**config.mk**
```make
export PLATFORM = sky130hd
export DESIGN_NAME = fpu_divsqrt_ctl_flat
export DESIGN_NICKNAME = d
export VERILOG_FILES = /design/src/rtl/fpu_divsqrt_ctl_if.sv /design/src/rtl/fpu_divsqrt_ctl.sv /design/src/flat_wrapper.sv
export SDC_FILE = /design/constraint.sdc
export NUM_CORES = 1
export LEC_CHECK = 0
export ABC_CLOCK_PERIOD_IN_PS = 1900
export CAP_MARGIN = 20
export CORE_UTILIZATION = 43
export DETAILED_ROUTE_END_ITERATION = 12
export GPL_ROUTABILITY_DRIVEN = 1
export GPL_TIMING_DRIVEN = 0
export PLACE_DENSITY = 0.8
export SYNTH_ARGS = -nofsm -noshare
export SYNTH_HDL_FRONTEND = slang
export SYNTH_SLANG_ARGS = --single-unit
export TNS_END_PERCENT = 10
```
**constraint.sdc**
```tcl
create_clock -name clk -period 1.9 [get_ports clk]
set_input_delay 0.38 -clock clk [delete_from_list [all_inputs] [get_ports clk]]
set_output_delay 0.38 -clock clk [all_outputs]
set_load 0.01 [all_outputs]
```
**src/rtl/fpu_divsqrt_ctl_if.sv**
```systemverilog
// Bundle of decode, datapath and writeback signals around the FP32
// divide/square-root controller. The master side is the surrounding pipe
// (decode, datapath, writeback arbiter); the slave side is the controller.
interface fpu_divsqrt_ctl_if;
  // decode side
  logic        dec_fpu_valid;
  logic        dec_fpu_div;
  logic        dec_fpu_sqrt;
  logic [2:0]  dec_fpu_rm;
  logic [4:0]  dec_fpu_rd;
  logic        divsqrt_ready;
  logic        divsqrt_busy;
  logic        dec_tlu_flush;
  // datapath side
  logic        dp_start;
  logic        dp_sqrt;
  logic [2:0]  dp_rm;
  logic        dp_kill;
  logic        dp_early_done;
  logic [31:0] dp_result;
  logic [4:0]  dp_fflags;
  // writeback side
  logic        fpu_wb_valid;
  logic [4:0]  fpu_wb_rd;
  logic [31:0] fpu_wb_data;
  logic [4:0]  fpu_wb_fflags;
  logic        fpu_wb_ready;

  modport master (
    output dec_fpu_valid, dec_fpu_div, dec_fpu_sqrt, dec_fpu_rm, dec_fpu_rd,
    output dec_tlu_flush, dp_early_done, dp_result, dp_fflags, fpu_wb_ready,
    input  divsqrt_ready, divsqrt_busy, dp_start, dp_sqrt, dp_rm, dp_kill,
    input  fpu_wb_valid, fpu_wb_rd, fpu_wb_data, fpu_wb_fflags
  );

  modport slave (
    input  dec_fpu_valid, dec_fpu_div, dec_fpu_sqrt, dec_fpu_rm, dec_fpu_rd,
    input  dec_tlu_flush, dp_early_done, dp_result, dp_fflags, fpu_wb_ready,
    output divsqrt_ready, divsqrt_busy, dp_start, dp_sqrt, dp_rm, dp_kill,
    output fpu_wb_valid, fpu_wb_rd, fpu_wb_data, fpu_wb_fflags
  );
endinterface

```
**src/rtl/fpu_divsqrt_ctl.sv**
```systemverilog
// Sequencer for the shared iterative FP32 div/sqrt datapath: accepts one op
// from decode, counts datapath iterations (or stops early on special
// operands), holds the result until the writeback port is granted, and
// abandons in-flight work on a pipeline flush.
module fpu_divsqrt_ctl #(
  parameter int DIV_CYCLES  = 14,
  parameter int SQRT_CYCLES = 16,
  parameter int CNT_W       = 5
) (
  input logic               clk,
  input logic               rst,
  fpu_divsqrt_ctl_if.slave  bus
);

  localparam logic [1:0] S_IDLE = 2'd0;
  localparam logic [1:0] S_BUSY = 2'd1;
  localparam logic [1:0] S_DONE = 2'd2;

  // Counter load values: the last iteration is the one where cnt reads 0.
  localparam logic [CNT_W-1:0] DIV_LOAD  = CNT_W'(DIV_CYCLES - 1);
  localparam logic [CNT_W-1:0] SQRT_LOAD = CNT_W'(SQRT_CYCLES - 1);

  logic [1:0]       state;
  logic [CNT_W-1:0] cnt;
  logic             op_sqrt;
  logic [2:0]       rm;
  logic [4:0]       rd;
  logic [31:0]      result;
  logic [4:0]       fflags;

  logic ready;
  logic accept;
  logic wb_valid;
  logic handshake;

  // Handshake decode; a flush blocks acceptance and masks writeback.
  always_comb begin
    ready     = (state == S_IDLE) & ~bus.dec_tlu_flush;
    accept    = bus.dec_fpu_valid & ready & (bus.dec_fpu_div ^ bus.dec_fpu_sqrt);
    wb_valid  = (state == S_DONE) & ~bus.dec_tlu_flush;
    handshake = wb_valid & bus.fpu_wb_ready;
  end

  assign bus.divsqrt_ready = ready;
  assign bus.divsqrt_busy  = (state != S_IDLE);
  assign bus.dp_start      = accept;
  // Op and rounding mode come straight from decode in the accept cycle so the
  // datapath sees them together with the start pulse, then from the latch.
  assign bus.dp_sqrt       = accept ? bus.dec_fpu_sqrt : op_sqrt;
  assign bus.dp_rm         = accept ? bus.dec_fpu_rm   : rm;
  assign bus.dp_kill       = (state == S_BUSY) & bus.dec_tlu_flush;
  assign bus.fpu_wb_valid  = wb_valid;
  assign bus.fpu_wb_rd     = wb_valid ? rd     : 5'd0;
  assign bus.fpu_wb_data   = wb_valid ? result : 32'd0;
  assign bus.fpu_wb_fflags = wb_valid ? fflags : 5'd0;

  // Control FSM with iteration counter and op/result latches.
  always_ff @(posedge clk) begin
    if (rst) begin
      state   <= S_IDLE;
      cnt     <= '0;
      op_sqrt <= 1'b0;
      rm      <= 3'd0;
      rd      <= 5'd0;
      result  <= 32'd0;
      fflags  <= 5'd0;
    end else begin
      case (state)
        S_IDLE: begin
          if (accept) begin
            op_sqrt <= bus.dec_fpu_sqrt;
            rm      <= bus.dec_fpu_rm;
            rd      <= bus.dec_fpu_rd;
            cnt     <= bus.dec_fpu_sqrt ? SQRT_LOAD : DIV_LOAD;
            state   <= S_BUSY;
          end
        end
        S_BUSY: begin
          // Flush takes priority over a completion in the same cycle.
          if (bus.dec_tlu_flush) begin
            state <= S_IDLE;
          end else if ((cnt == '0) || bus.dp_early_done) begin
            result <= bus.dp_result;
            fflags <= bus.dp_fflags;
            state  <= S_DONE;
          end else begin
            cnt <= cnt - CNT_W'(1);
          end
        end
        S_DONE: begin
          if (bus.dec_tlu_flush || handshake) begin
            state <= S_IDLE;
          end
        end
        default: state <= S_IDLE;
      endcase
    end
  end

endmodule

```
**src/flat_wrapper.sv**
```systemverilog
// flat-port wrapper written by rule: the top's interface ports become plain ports
module fpu_divsqrt_ctl_flat 
#(
  parameter int DIV_CYCLES  = 14,
  parameter int SQRT_CYCLES = 16,
  parameter int CNT_W       = 5
)
  (clk, rst, bus_dec_fpu_valid, bus_dec_fpu_div, bus_dec_fpu_sqrt, bus_dec_fpu_rm, bus_dec_fpu_rd, bus_dec_tlu_flush, bus_dp_early_done, bus_dp_result, bus_dp_fflags, bus_fpu_wb_ready, bus_divsqrt_ready, bus_divsqrt_busy, bus_dp_start, bus_dp_sqrt, bus_dp_rm, bus_dp_kill, bus_fpu_wb_valid, bus_fpu_wb_rd, bus_fpu_wb_data, bus_fpu_wb_fflags);
  fpu_divsqrt_ctl_if bus_i ();
  input logic clk;
  input logic rst;
  input wire logic [$bits(bus_i.dec_fpu_valid)-1:0] bus_dec_fpu_valid;
  input wire logic [$bits(bus_i.dec_fpu_div)-1:0] bus_dec_fpu_div;
  input wire logic [$bits(bus_i.dec_fpu_sqrt)-1:0] bus_dec_fpu_sqrt;
  input wire logic [$bits(bus_i.dec_fpu_rm)-1:0] bus_dec_fpu_rm;
  input wire logic [$bits(bus_i.dec_fpu_rd)-1:0] bus_dec_fpu_rd;
  input wire logic [$bits(bus_i.dec_tlu_flush)-1:0] bus_dec_tlu_flush;
  input wire logic [$bits(bus_i.dp_early_done)-1:0] bus_dp_early_done;
  input wire logic [$bits(bus_i.dp_result)-1:0] bus_dp_result;
  input wire logic [$bits(bus_i.dp_fflags)-1:0] bus_dp_fflags;
  input wire logic [$bits(bus_i.fpu_wb_ready)-1:0] bus_fpu_wb_ready;
  output wire logic [$bits(bus_i.divsqrt_ready)-1:0] bus_divsqrt_ready;
  output wire logic [$bits(bus_i.divsqrt_busy)-1:0] bus_divsqrt_busy;
  output wire logic [$bits(bus_i.dp_start)-1:0] bus_dp_start;
  output wire logic [$bits(bus_i.dp_sqrt)-1:0] bus_dp_sqrt;
  output wire logic [$bits(bus_i.dp_rm)-1:0] bus_dp_rm;
  output wire logic [$bits(bus_i.dp_kill)-1:0] bus_dp_kill;
  output wire logic [$bits(bus_i.fpu_wb_valid)-1:0] bus_fpu_wb_valid;
  output wire logic [$bits(bus_i.fpu_wb_rd)-1:0] bus_fpu_wb_rd;
  output wire logic [$bits(bus_i.fpu_wb_data)-1:0] bus_fpu_wb_data;
  output wire logic [$bits(bus_i.fpu_wb_fflags)-1:0] bus_fpu_wb_fflags;
  assign bus_i.dec_fpu_valid = bus_dec_fpu_valid;
  assign bus_i.dec_fpu_div = bus_dec_fpu_div;
  assign bus_i.dec_fpu_sqrt = bus_dec_fpu_sqrt;
  assign bus_i.dec_fpu_rm = bus_dec_fpu_rm;
  assign bus_i.dec_fpu_rd = bus_dec_fpu_rd;
  assign bus_i.dec_tlu_flush = bus_dec_tlu_flush;
  assign bus_i.dp_early_done = bus_dp_early_done;
  assign bus_i.dp_result = bus_dp_result;
  assign bus_i.dp_fflags = bus_dp_fflags;
  assign bus_i.fpu_wb_ready = bus_fpu_wb_ready;
  assign bus_divsqrt_ready = bus_i.divsqrt_ready;
  assign bus_divsqrt_busy = bus_i.divsqrt_busy;
  assign bus_dp_start = bus_i.dp_start;
  assign bus_dp_sqrt = bus_i.dp_sqrt;
  assign bus_dp_rm = bus_i.dp_rm;
  assign bus_dp_kill = bus_i.dp_kill;
  assign bus_fpu_wb_valid = bus_i.fpu_wb_valid;
  assign bus_fpu_wb_rd = bus_i.fpu_wb_rd;
  assign bus_fpu_wb_data = bus_i.fpu_wb_data;
  assign bus_fpu_wb_fflags = bus_i.fpu_wb_fflags;
  fpu_divsqrt_ctl #(.DIV_CYCLES(DIV_CYCLES), .SQRT_CYCLES(SQRT_CYCLES), .CNT_W(CNT_W)) u_core (.clk(clk), .rst(rst), .bus(bus_i));
endmodule
```
Word level (Yosys, flattened, before mapping):

Index checks and enable logic that the tools add are counted.

* word-level logic and storage cells: 48
* bits in writable memories: 0
* input port bits: 53
* latch bits: 0
* memories kept: 0
* output and inout bits: 51
* memory bits (read-only): 0
* flip-flop bits (word level): 53

* reduce and logical (&&, ||, !) cells: 10
* div/mod/pow operators: 0
* shift-type cells: 0
* bitwise logic cells: 8
* add/sub/neg operators: 1
* order comparisons: 0
* eq/ne operators: 7
* mux-type cells: 15
* multiply operators: 0

Operators by type and width (count)
* two-way mux 32 bit: 1
* two-way mux 5 bit: 5
* two-way mux 2 bit: 5
* one-hot mux 5 bit (2 select lines): 1
* bitwise AND 1 bit: 6
* != test 2 bit (second input constant): 3
* one-hot mux 2 bit (3 select lines): 1
* AND reduction 3 bit: 2
* zero test 5 bit: 1
* subtractor 5 x 1 -> 5 bit (second input constant): 1
* AND reduction 4 bit: 1
* nonzero test 2 bit: 2
* two-way mux 3 bit: 1
* != test 3 bit (second input constant): 1
* == test 2 x 1 -> 1 bit (second input constant): 1
* == test 2 bit (second input constant): 1
* zero test 2 bit: 1
* logical OR 1 bit: 2
* != test 2 x 1 -> 1 bit (second input constant): 1
* AND reduction 2 bit: 1
* two-way mux 1 bit: 1
* inverter 1 bit: 1
* XOR 1 bit: 1

Depth between registers and ports, before layout:

* depth in word-level cells: 6
* gate-level depth with buffers: 8
* mapped depth without buffers: 6

Least setup slack after synthesis:

Ideal clock, no wire load.

* path kind: reg-to-output
* from: register u_core.state[1]
* to: output bus_dp_rm[2]
* stages on the path, launching flop included: 6
* arrival time: 1.468 ns
* required time: 1.520 ns
* buffers on the path: 1
* setup slack: 0.052 ns
* cells stage by stage: dfxtp_1 > nor3_2 > nand3_2 > inv_2 > buf_4 > mux2_1

* longest elaborated chain between the ends: 5

RTL lines
* from (decl): RTL line fpu_divsqrt_ctl.sv:23 `logic [1:0] state;`
* from (signal assigned): RTL line fpu_divsqrt_ctl.sv:60 `state <= S_IDLE;`
* from (signal assigned): RTL line fpu_divsqrt_ctl.sv:75 `state <= S_BUSY;`
* from (signal assigned): RTL line fpu_divsqrt_ctl.sv:81 `state <= S_IDLE;`
* zero test 2 bit: RTL line fpu_divsqrt_ctl.sv:38 `ready = (state == S_IDLE) & ~bus.dec_tlu_flush;`
* bitwise AND 1 bit: RTL line fpu_divsqrt_ctl.sv:38
* named net bus_divsqrt_ready: RTL line flat_wrapper.sv:22 `output wire logic [$bits(bus_i.divsqrt_ready)-1:0] bus_divsqrt_ready;`
* bitwise AND 1 bit (2 in series): RTL line fpu_divsqrt_ctl.sv:39 `accept = bus.dec_fpu_valid & ready & (bus.dec_fpu_div ^ bus.dec_fpu_sqrt);`
* named net bus_dp_start: RTL line flat_wrapper.sv:24 `output wire logic [$bits(bus_i.dp_start)-1:0] bus_dp_start;`
* two-way mux 3 bit: RTL line fpu_divsqrt_ctl.sv:50 `assign bus.dp_rm = accept ? bus.dec_fpu_rm : rm;`
* to (decl): RTL line flat_wrapper.sv:26 `output wire logic [$bits(bus_i.dp_rm)-1:0] bus_dp_rm;`

The timed path passes the listed nets, and every way through them passes these cells.

Worst setup path in the final report:

* from: register u_core.state[1]
* to: output bus_dp_rm[0]

* longest elaborated chain between the ends: 5

RTL lines (RTL line)
* zero test 2 bit: fpu_divsqrt_ctl.sv:38
* bitwise AND 1 bit: fpu_divsqrt_ctl.sv:38
* bitwise AND 1 bit (2 in series): fpu_divsqrt_ctl.sv:39
* two-way mux 3 bit: fpu_divsqrt_ctl.sv:50

No other way between the ends.

==> metrics.txt <==
FF-to-FF End=u_core.rd[3]; routed length per instance=14.1 um; arrival time at the worst endpoint=1660 ps; worst hold path cell count=2; Reg clk slew, reported paths=100 ps; initial antenna violation count=0; fraction of layout cells with a size suffix above 1=0.412; final wirelength=6900 um; ys async rst share=0; Pwr Total=2410 uW; CTS H-tree lvls=2; Mapped Nets=340; critical path class=reg2out; worst-case reg-to-reg path depth=12; WP data required=1520 ps; crit path time final=2040 ps; Rel. slew slack=0.516; Initial Util=0.455; first-iteration detailed-routing DRC count=85; DP HPWL=4380 um; worst-margin pin slew=726 ps; Min-Delay Endpoint=u_core.rd[4]; mapped cell area=2550 um2; Synth area leaders=dfxtp_1 (42%), a21oi_2 (10%), and2_1 (10%); IO buf count=102; row cnt=27; DRC errors left=0; period utilization=1.07; die area=6240 um2; Final WS setup=-142 ps; first-pass GRT wire length=11000 um; Final ANT Viol Nets=0; peak supply drop=0.606 mV; fin nets=470; chip width=79.0 um; Final Instance Area=3960 um2; Seq/Total Area, Yosys=0.416; Synth area leader=dfxtp_1; crit path max fanout=4; RSZ-0062 raised after global routing=true; list of most frequent post-synthesis cells=nand2_1 (55), dfxtp_1 (53), and2_1 (42), a21oi_2 (30), nand2_2 (30); Total Routing Usage GR=0.227; most frequent cell after synthesis=nand2_1; io pins=104; Vias/cell=4.72; Max Cap Violations=0; DR pass1 iterations=4; Yosys cell types=36; Reg2Reg Launch Point=u_core.state[1]; Power Dens Cells=609 nW/um2; Fmax achieved=0.490 GHz; HP Start=u_core.rd[4]; Post-Syn Area per Cell=8.92 um2; Die H=79.0 um; vias in the first global route=2306; area of the multi-input gates=1370 um2; CP Capture Type=output port; RePlAce Congestion=0.757; hold crit path type=reg2reg; outcome=complete, but fails checks; CTS tree=done; Area Growth Syn to Fin=55.4%; total gr overflow=0; placeable core area=5610 um2; CTS Buf Count=5; Reg area=1070 um2; Max Buffers Root-to-Sink=2; Layout fillers=461; # setup viols final=14; largest net degree at the start of global routing=17; synthesis-stage register bit count=53; post-synth top area share=0.416; Clk Latency, worst-skew pair=300 ps; warnings from Yosys=0; Root Buffer=clkbuf_8; clock sinks=53; CP startpoint kind=flip-flop; vias=2309; worst reg2reg setup slack=70 ps; Syn Inst Count=286; Placed Area=3660 um2; failing checks=setup timing; EDFF count, synth=0; antenna cells=0; Final Skew=8.62 ps; Most used DFF post-synth=dfxtp_1; Fin. Hold Viols=0; Final Max Slew Viols=0; Static Leakage=0.00161 uW
## metal layers
layer | global-route usage | routed length, um | vias up
met2 | 0.387 | 3450 | 71
li1 | - | - | 1178
met5 | 0 | 0 | -
met1 | 0.282 | 3020 | 1054
met4 | 0.0673 | 52 | 0
met3 | 0.0540 | 382 | 6
## critical path, cell delays in order, from the launching register on
cell	delay, ps
dfxtp_2	340
buf_6	120
nor3_4	130
nand3_2	110
inv_2	110
buf_6	120
mux2_4	310
buf_6	120
## what timing repair did
item,in CTS,in global routing
buffers inserted,21,2
resized for setup,231,22
cloned,1,0
setup endpoints to repair,51,81
pin swaps,11,0
hold buffers,0,0
## placed cells by master (no fill, tap or decap), types with 7 or more instances in the layout
master           Yosys  layout
clkdlybuf4s50_1      0      49
buf_4                2      10
buf_6                1      24
dfxtp_1             53      51
a21oi_1             17      17
buf_2                1      34
nand2_1             55      55
and2_1              42      35
a21oi_2             30      30
nand2_2             30      30
and2_4               0       7
## cell families (layout without fill, tap and decap cells)
| family | after synthesis | count (layout) | share of synthesized area |
|---|---|---|---|
| simple gates | 149 | 149 | 0.325 |
| compound gates | 53 | 53 | 0.160 |
| flops | 53 | 53 | 0.416 |
| buf+inv | 23 | 154 | 0.0657 |
| mux | 4 | 4 | 0.0177 |
| xor+xnor | 3 | 3 | 0.0103 |
| fa+ha+maj | 1 | 1 | 0.00491 |
## sequential cells by signal, indices dropped and copies added, names as in the netlist
register	count
u_core.state	2
u_core.rd	5
u_core.result	32
u_core.rm	3
u_core.cnt	5
u_core.fflags	5
u_core.op_sqrt	1
## stage by stage
stage / TNS, ps / hold WS, ps / cells / setup slack [ps] / util
4_1_cts: -952 / 456 / 489 / -127 / 0.696
2_1_floorplan: 0 / 432 / 286 / 51.6 / -
3_5_place_dp: -69200 / 442 / 460 / -1380 / 0.653
6_report: -1020 / 456 / 489 / -142 / 0.707
5_1_grt: -3210 / 471 / 489 / -209 / 0.707
3_3_place_gp: -68200 / 438 / 460 / -1340 / 0.653
## final cells by class
| class | instances | share of cell area |
|---|---|---|
| Multi-Input combinational cell | 210 | 0.346 |
| Timing Repair Buffer | 123 | 0.271 |
| Sequential cell | 53 | 0.269 |
| Buffer | 19 | 0.0537 |
| Tap cell | 72 | 0.0227 |
| Clock buffer | 5 | 0.0174 |
| Clock inverter | 3 | 0.0164 |
| Inverter | 4 | 0.00379 |
## how the worst max path moves through the flow
stage	from	end	cells past startpoint
floorplan	u_core.state[1]	bus_dp_rm[2]	5
global placement	bus_dec_tlu_flush	bus_fpu_wb_data[28]	5
detailed placement	bus_dec_tlu_flush	bus_fpu_wb_data[4]	5
CTS	u_core.state[1]	bus_dp_rm[0]	7
global route	u_core.state[1]	bus_dp_rm[0]	7
finish	u_core.state[1]	bus_dp_rm[0]	7
## where the power goes
| group | internal, uW | total [uW] | switching (uW) |
|---|---|---|---|
| clock | 524 | 908 | 385 |
| sequential | 1140 | 1150 | 18.6 |
| combinational | 205 | 351 | 146 |
No activity file was read; power rests on OpenSTA's default activity.
